### src/rtl/fifo_umbral_if.sv
// Handshake, threshold and status bundle between the flow-control FSM and one FIFO instance.
// The FSM side (or a testbench) takes the master modport; the FIFO takes the slave modport.
interface fifo_umbral_if #(
  parameter int DATA_WIDTH = 6,
  parameter int ADDR_WIDTH = 3
);
  logic                  push;
  logic                  pop;
  logic [DATA_WIDTH-1:0] data_in;
  logic [ADDR_WIDTH-1:0] th_almost_empty;
  logic [ADDR_WIDTH-1:0] th_almost_full;
  logic [DATA_WIDTH-1:0] data_out;
  logic                  valid_out;
  logic                  fifo_empty;
  logic                  fifo_full;
  logic                  almost_empty;
  logic                  almost_full;
  logic                  overflow_err;
  logic                  underflow_err;

  modport master (
    output push, pop, data_in, th_almost_empty, th_almost_full,
    input  data_out, valid_out, fifo_empty, fifo_full,
    input  almost_empty, almost_full, overflow_err, underflow_err
  );

  modport slave (
    input  push, pop, data_in, th_almost_empty, th_almost_full,
    output data_out, valid_out, fifo_empty, fifo_full,
    output almost_empty, almost_full, overflow_err, underflow_err
  );
endinterface

### src/rtl/fifo_umbral.sv
// Synchronous FIFO with programmable almost-empty / almost-full thresholds.
// Registered read data, one-cycle error pulses, status flags decoded from the registered count.
module fifo_umbral #(
  parameter int DATA_WIDTH = 6,
  parameter int ADDR_WIDTH = 3
) (
  input  logic          clk,
  input  logic          reset,
  fifo_umbral_if.slave  bus
);
  localparam int DEPTH = 1 << ADDR_WIDTH;
  localparam logic [ADDR_WIDTH:0]   DEPTH_CNT = {1'b1, {ADDR_WIDTH{1'b0}}};
  localparam logic [ADDR_WIDTH:0]   CNT_ONE   = {{ADDR_WIDTH{1'b0}}, 1'b1};
  localparam logic [ADDR_WIDTH-1:0] PTR_ONE   = {{(ADDR_WIDTH-1){1'b0}}, 1'b1};

  logic [DATA_WIDTH-1:0] r_mem [DEPTH];

  logic [ADDR_WIDTH-1:0] r_wr_ptr;
  logic [ADDR_WIDTH-1:0] r_rd_ptr;
  logic [ADDR_WIDTH:0]   r_count;
  logic [DATA_WIDTH-1:0] r_data_out;
  logic                  r_valid_out;
  logic                  r_overflow_err;
  logic                  r_underflow_err;

  logic                  w_empty;
  logic                  w_full;
  logic                  w_push_ok;
  logic                  w_pop_ok;
  logic [ADDR_WIDTH:0]   w_count_next;

  assign w_empty = (r_count == '0);
  assign w_full  = (r_count == DEPTH_CNT);

  // A full FIFO still takes a push when a pop frees a slot in the same cycle.
  assign w_push_ok = bus.push & (~w_full | bus.pop);
  assign w_pop_ok  = bus.pop & ~w_empty;

  always_comb begin
    w_count_next = r_count;
    case ({w_push_ok, w_pop_ok})
      2'b10:   w_count_next = r_count + CNT_ONE;
      2'b01:   w_count_next = r_count - CNT_ONE;
      default: w_count_next = r_count;
    endcase
  end

  // Storage carries no reset so it maps onto plain RAM.
  always_ff @(posedge clk) begin
    if (w_push_ok && !reset) begin
      r_mem[r_wr_ptr] <= bus.data_in;
    end
  end

  always_ff @(posedge clk) begin
    if (reset) begin
      r_wr_ptr        <= '0;
      r_rd_ptr        <= '0;
      r_count         <= '0;
      r_data_out      <= '0;
      r_valid_out     <= 1'b0;
      r_overflow_err  <= 1'b0;
      r_underflow_err <= 1'b0;
    end else begin
      r_count         <= w_count_next;
      r_valid_out     <= w_pop_ok;
      r_overflow_err  <= bus.push & ~w_push_ok;
      r_underflow_err <= bus.pop & w_empty;
      if (w_push_ok) begin
        r_wr_ptr <= r_wr_ptr + PTR_ONE;
      end
      if (w_pop_ok) begin
        r_rd_ptr   <= r_rd_ptr + PTR_ONE;
        r_data_out <= r_mem[r_rd_ptr];
      end
    end
  end

  assign bus.data_out      = r_data_out;
  assign bus.valid_out     = r_valid_out;
  assign bus.overflow_err  = r_overflow_err;
  assign bus.underflow_err = r_underflow_err;
  assign bus.fifo_empty    = w_empty;
  assign bus.fifo_full     = w_full;
  // Thresholds are live inputs, so a change shows on the flags without waiting for a clock.
  assign bus.almost_empty  = (r_count <= {1'b0, bus.th_almost_empty});
  assign bus.almost_full   = (r_count >= {1'b0, bus.th_almost_full});
endmodule

### src/flat_wrapper.sv
// flat-port wrapper written by rule: the top's interface ports become plain ports
module fifo_umbral_flat 
#(
  parameter int DATA_WIDTH = 6,
  parameter int ADDR_WIDTH = 3
)
  (clk, reset, bus_push, bus_pop, bus_data_in, bus_th_almost_empty, bus_th_almost_full, bus_data_out, bus_valid_out, bus_fifo_empty, bus_fifo_full, bus_almost_empty, bus_almost_full, bus_overflow_err, bus_underflow_err);
  fifo_umbral_if #(.DATA_WIDTH(DATA_WIDTH), .ADDR_WIDTH(ADDR_WIDTH)) bus_i ();
  input  logic clk;
  input  logic reset;
  input wire logic [$bits(bus_i.push)-1:0] bus_push;
  input wire logic [$bits(bus_i.pop)-1:0] bus_pop;
  input wire logic [$bits(bus_i.data_in)-1:0] bus_data_in;
  input wire logic [$bits(bus_i.th_almost_empty)-1:0] bus_th_almost_empty;
  input wire logic [$bits(bus_i.th_almost_full)-1:0] bus_th_almost_full;
  output wire logic [$bits(bus_i.data_out)-1:0] bus_data_out;
  output wire logic [$bits(bus_i.valid_out)-1:0] bus_valid_out;
  output wire logic [$bits(bus_i.fifo_empty)-1:0] bus_fifo_empty;
  output wire logic [$bits(bus_i.fifo_full)-1:0] bus_fifo_full;
  output wire logic [$bits(bus_i.almost_empty)-1:0] bus_almost_empty;
  output wire logic [$bits(bus_i.almost_full)-1:0] bus_almost_full;
  output wire logic [$bits(bus_i.overflow_err)-1:0] bus_overflow_err;
  output wire logic [$bits(bus_i.underflow_err)-1:0] bus_underflow_err;
  assign bus_i.push = bus_push;
  assign bus_i.pop = bus_pop;
  assign bus_i.data_in = bus_data_in;
  assign bus_i.th_almost_empty = bus_th_almost_empty;
  assign bus_i.th_almost_full = bus_th_almost_full;
  assign bus_data_out = bus_i.data_out;
  assign bus_valid_out = bus_i.valid_out;
  assign bus_fifo_empty = bus_i.fifo_empty;
  assign bus_fifo_full = bus_i.fifo_full;
  assign bus_almost_empty = bus_i.almost_empty;
  assign bus_almost_full = bus_i.almost_full;
  assign bus_overflow_err = bus_i.overflow_err;
  assign bus_underflow_err = bus_i.underflow_err;
  fifo_umbral #(.DATA_WIDTH(DATA_WIDTH), .ADDR_WIDTH(ADDR_WIDTH)) u_core (.clk(clk), .reset(reset), .bus(bus_i));
endmodule
### config.mk
export PLATFORM = sky130hd
export DESIGN_NAME = fifo_umbral_flat
export DESIGN_NICKNAME = d
export VERILOG_FILES = /design/src/rtl/fifo_umbral_if.sv /design/src/rtl/fifo_umbral.sv /design/src/flat_wrapper.sv
export SDC_FILE = /design/constraint.sdc
export NUM_CORES = 1
export LEC_CHECK = 0
export ABC_AREA = 1
export CORE_UTILIZATION = 60
export CTS_CLUSTER_SIZE = 8
export DETAILED_ROUTE_END_ITERATION = 7
export PLACE_DENSITY = 0.83
export SLEW_MARGIN = 20
export SYNTH_ARGS = -nofsm -noshare
export SYNTH_HDL_FRONTEND = slang
export SYNTH_SLANG_ARGS = --single-unit
### constraint.sdc
create_clock -name clk -period 3.48 [get_ports clk]
set_input_delay 0.696 -clock clk [delete_from_list [all_inputs] [get_ports clk]]
set_output_delay 0.696 -clock clk [all_outputs]
set_load 0.02 [all_outputs]
==> reports/results.txt <==
Status: finished clean
Top Ports: 29
Compound-gate portion of the synthesized area: 4.27%
Sw Ratio: 32.5%
Xor/xnor share of the synthesized area: 0.565%
Die area: 5460 um^2
Layout Cells excl Fill: 430
Die Span Y: 73.9 um
Setup WS pre-CTS: 0.192 ns
Lkg Pwr: 1.56 nW
Remaining antenna violation count: 0
Initial antenna violation count: 0
R2r startpoint: u_core.r_count[2]$_SDFFE_PP0P_
Final Power: 2.51 mW
Placed cell count: 414
Crit path arrival time: 2.59 ns
Fin. Hold Viols: 0
Synth warn: 0
Initial core utilization: 64.0%
Top cell type's share of synthesized area: 46.5%
CP Cell Sequence: clkdlybuf4s50_1, inv_1, ha_1, inv_1, nor2_1, o21ai_0, nand2_1, a21oi_1, clkdlybuf4s50_1
First-pass GRT wire length: 9440 um
Final HPWL DP: 3970 um
Final setup fails: 0
Synthesized area: 3100 um^2
Post-synth top cells: nand2_1, inv_1, edfxtp_1, nand3_1, dfxtp_1
Area growth, synth to finish: 16.8%
Switch Pwr: 816 uW
Fin nets: 386
Post-synth net total: 357
Drt initial violations: 148
Fin util: 74.7%
TNS Setup: 0 ns
Max Slew Vio Count: 0
Final Skew: 0.0110 ns
Fin area: 3620 um^2
Clk buf depth: 2
RSZ-0062 raised after global routing: false
CTS tree: built
Seq/Total Area, Yosys: 58.7%
Clock share of power: 30.0%
Core Area: 4850 um^2
Final clock period utilization by the worst path: 94.4%
Placed instance area: 3390 um^2
Hold WS: 0.466 ns
Worst slew margin: 32.1%
CTS root buf: clkbuf_8
GR Overflow Total: 0
Detailed-route via count: 2,244
Post-Synth Adder-Cell Area: 5.08%
Post-Synthesis Cells: 329
DRC viols: 0
Crit start category: input pin
Crit path from: bus_th_almost_empty[1]
CP endpoint kind: output pin
# diodes: 0
Cell accounting for the most synthesized area: edfxtp_1
Vias in the first global route: 2,063
CTS clock-pin slew for the worst setup and hold paths: 0.07 ns
Worst-margin pin slew: 1.02 ns
Critical path class: in -> out
Gr usage total: 24.2%
Pre-antenna DRT Iters: 4
Combinational share of power: 29.1%
#FFs+latches synth: 67
Peak VDD IR: 0.425 mV
Worst-path fanout max: 2
Largest family of logic cells by synthesized area: simple AND/OR/NAND/NOR gates
GPL Wtd Cong: 0.834
CTS sink cnt: 67
TritonCTS buffer count: 9
Internal: 1.69 mW
Per-cell routed wire length: 13.7 um
CP max-delay cell: clkdlybuf4s50_1
Post-CTS setup buffer count: 0
Largest delay contributor family on the critical path: buffers and inverters
Average cell area after synthesis: 9.43 um^2
Type of the tightest min-delay check: reg -> reg
Buffer and inverter count on the worst path: 4
Final worst slack: 0.196 ns
Prevailing post-synth register cell: edfxtp_1
Yosys cell types: 29
Post-Synth Simple-Gate Area: 21.3%
Share of cells above drive strength 1: 7.44%
Post-CTS sizing: 0
Pwr dens: 693 nW/um^2
Final WL: 5880 um
Worst path max stage delay: 0.62 ns
H-Tree Depth: 3
Post-synth EDFFs: 48
Flop pwr share: 40.8%
Vias per inst: 5.22
Top post-synthesis cells by area: edfxtp_1, dfxtp_1, nand2_1
Max-cap violations: 0
Row count: 25
Worst hold start: u_core.bus.data_out[1]$_SDFFE_PP0P_
Die Width: 73.9 um
Req. time, crit path: 2.78 ns
Count leader, synth: nand2_1
I/O Buffers: 28
Later-pin clock latency in the skew report: 0.34 ns
Min cycle time layout: 3.28 ns
Mux cell area share after synthesis: 0%
Largest net degree at the start of global routing: 27
Post-synth ARST share: 0%
Hold_buf cts: 0
FMAX: 305 MHz
[worst min-delay path, cell delays in order, from the launching register on]
cell	delay (ns)
dfxtp_1	0.31
nand2_1	0.06
a21oi_1	0.05
[per-layer routing]
metal	track usage [%]	vias to the layer above	routed length [um]
met4	12.0	0	110
li1	-	1123	-
met2	37.6	80	2750
met3	4.94	13	398
met5	0	-	0
met1	32.6	1028	2620
[power groups by stage]
stage / Clock [mW] / Sequential [mW] / Combinational [mW]
floorplan: 0 / 1.02 / 0.532
global placement: 0 / 1.04 / 0.704
detailed placement: 0 / 1.04 / 0.726
CTS: 0.759 / 1.02 / 0.731
global route: 0.783 / 1.03 / 0.822
finish: 0.754 / 1.02 / 0.731
[state kept, by name, indices dropped and copies added, names as in the netlist]
| register | count |
|---|---|
| u_core.r_rd_ptr | 3 |
| u_core.bus.data_out | 6 |
| u_core.r_wr_ptr | 3 |
| u_core.bus.valid_out | 1 |
| u_core.r_mem | 48 |
| u_core.bus.overflow_err | 1 |
| u_core.bus.underflow_err | 1 |
| u_core.r_count | 4 |
[area by class of cell]
type,instances,area [um^2]
clock buffers,11,131
inverters,62,238
repair buffers,28,280
fillers,333,1220
clock inverters,5,101
multi-input cells,190,967
flip-flops and latches,67,1820
well taps,67,83.8
[path summary, 6_finish.rpt]
check,end,slack [ns],cells after the start
hold reg to reg,u_core.bus.data_out[1]$_SDFFE_PP0P_,0.47,2
setup reg to reg,u_core.r_count[3]$_SDFFE_PP0P_,1.29,12
setup / recovery,bus_almost_empty,0.20,9
hold / removal,u_core.bus.data_out[1]$_SDFFE_PP0P_,0.47,2
[cells by family (layout without fill, tap and decap cells)]
group,after synthesis,count (layout)
AO/OA/AOI/OAI,26,26
buffers and inverters,72,106
flip-flops,67,67
AND/OR/NAND/NOR,150,150
XOR/XNOR,2,2
adder cells (fa/ha/maj),12,12
[cells in the final DEF, fill, tap and decap left out]
| master | synthesis | routed |
|---|---|---|
| a21boi_0 | 1 | 1 |
| a21oi_1 | 15 | 15 |
| and3_1 | 1 | 1 |
| bufinv_16 | 0 | 3 |
| clkbuf_1 | 1 | 2 |
| clkbuf_8 | 0 | 9 |
| clkdlybuf4s50_1 | 0 | 28 |
| clkinv_1 | 0 | 1 |
| clkinvlp_4 | 0 | 1 |
| dfxtp_1 | 19 | 19 |
| edfxtp_1 | 48 | 48 |
| fa_1 | 1 | 1 |
| ha_1 | 11 | 11 |
| inv_1 | 59 | 59 |
| inv_2 | 1 | 1 |
| inv_4 | 2 | 2 |
| nand2_1 | 79 | 79 |
| nand2_2 | 7 | 7 |
| nand2_4 | 1 | 1 |
| nand3_1 | 41 | 41 |
| nand3_2 | 1 | 1 |
| nand4_1 | 1 | 1 |
| nor2_1 | 15 | 15 |
| nor2_2 | 1 | 1 |
| nor3_1 | 1 | 1 |
| nor4_1 | 1 | 1 |
| o21ai_0 | 9 | 9 |
| o21ai_1 | 1 | 1 |
| or2_2 | 1 | 1 |
| xnor2_1 | 1 | 1 |
| xor2_1 | 1 | 1 |
No activity file was read; power rests on OpenSTA's default activity.
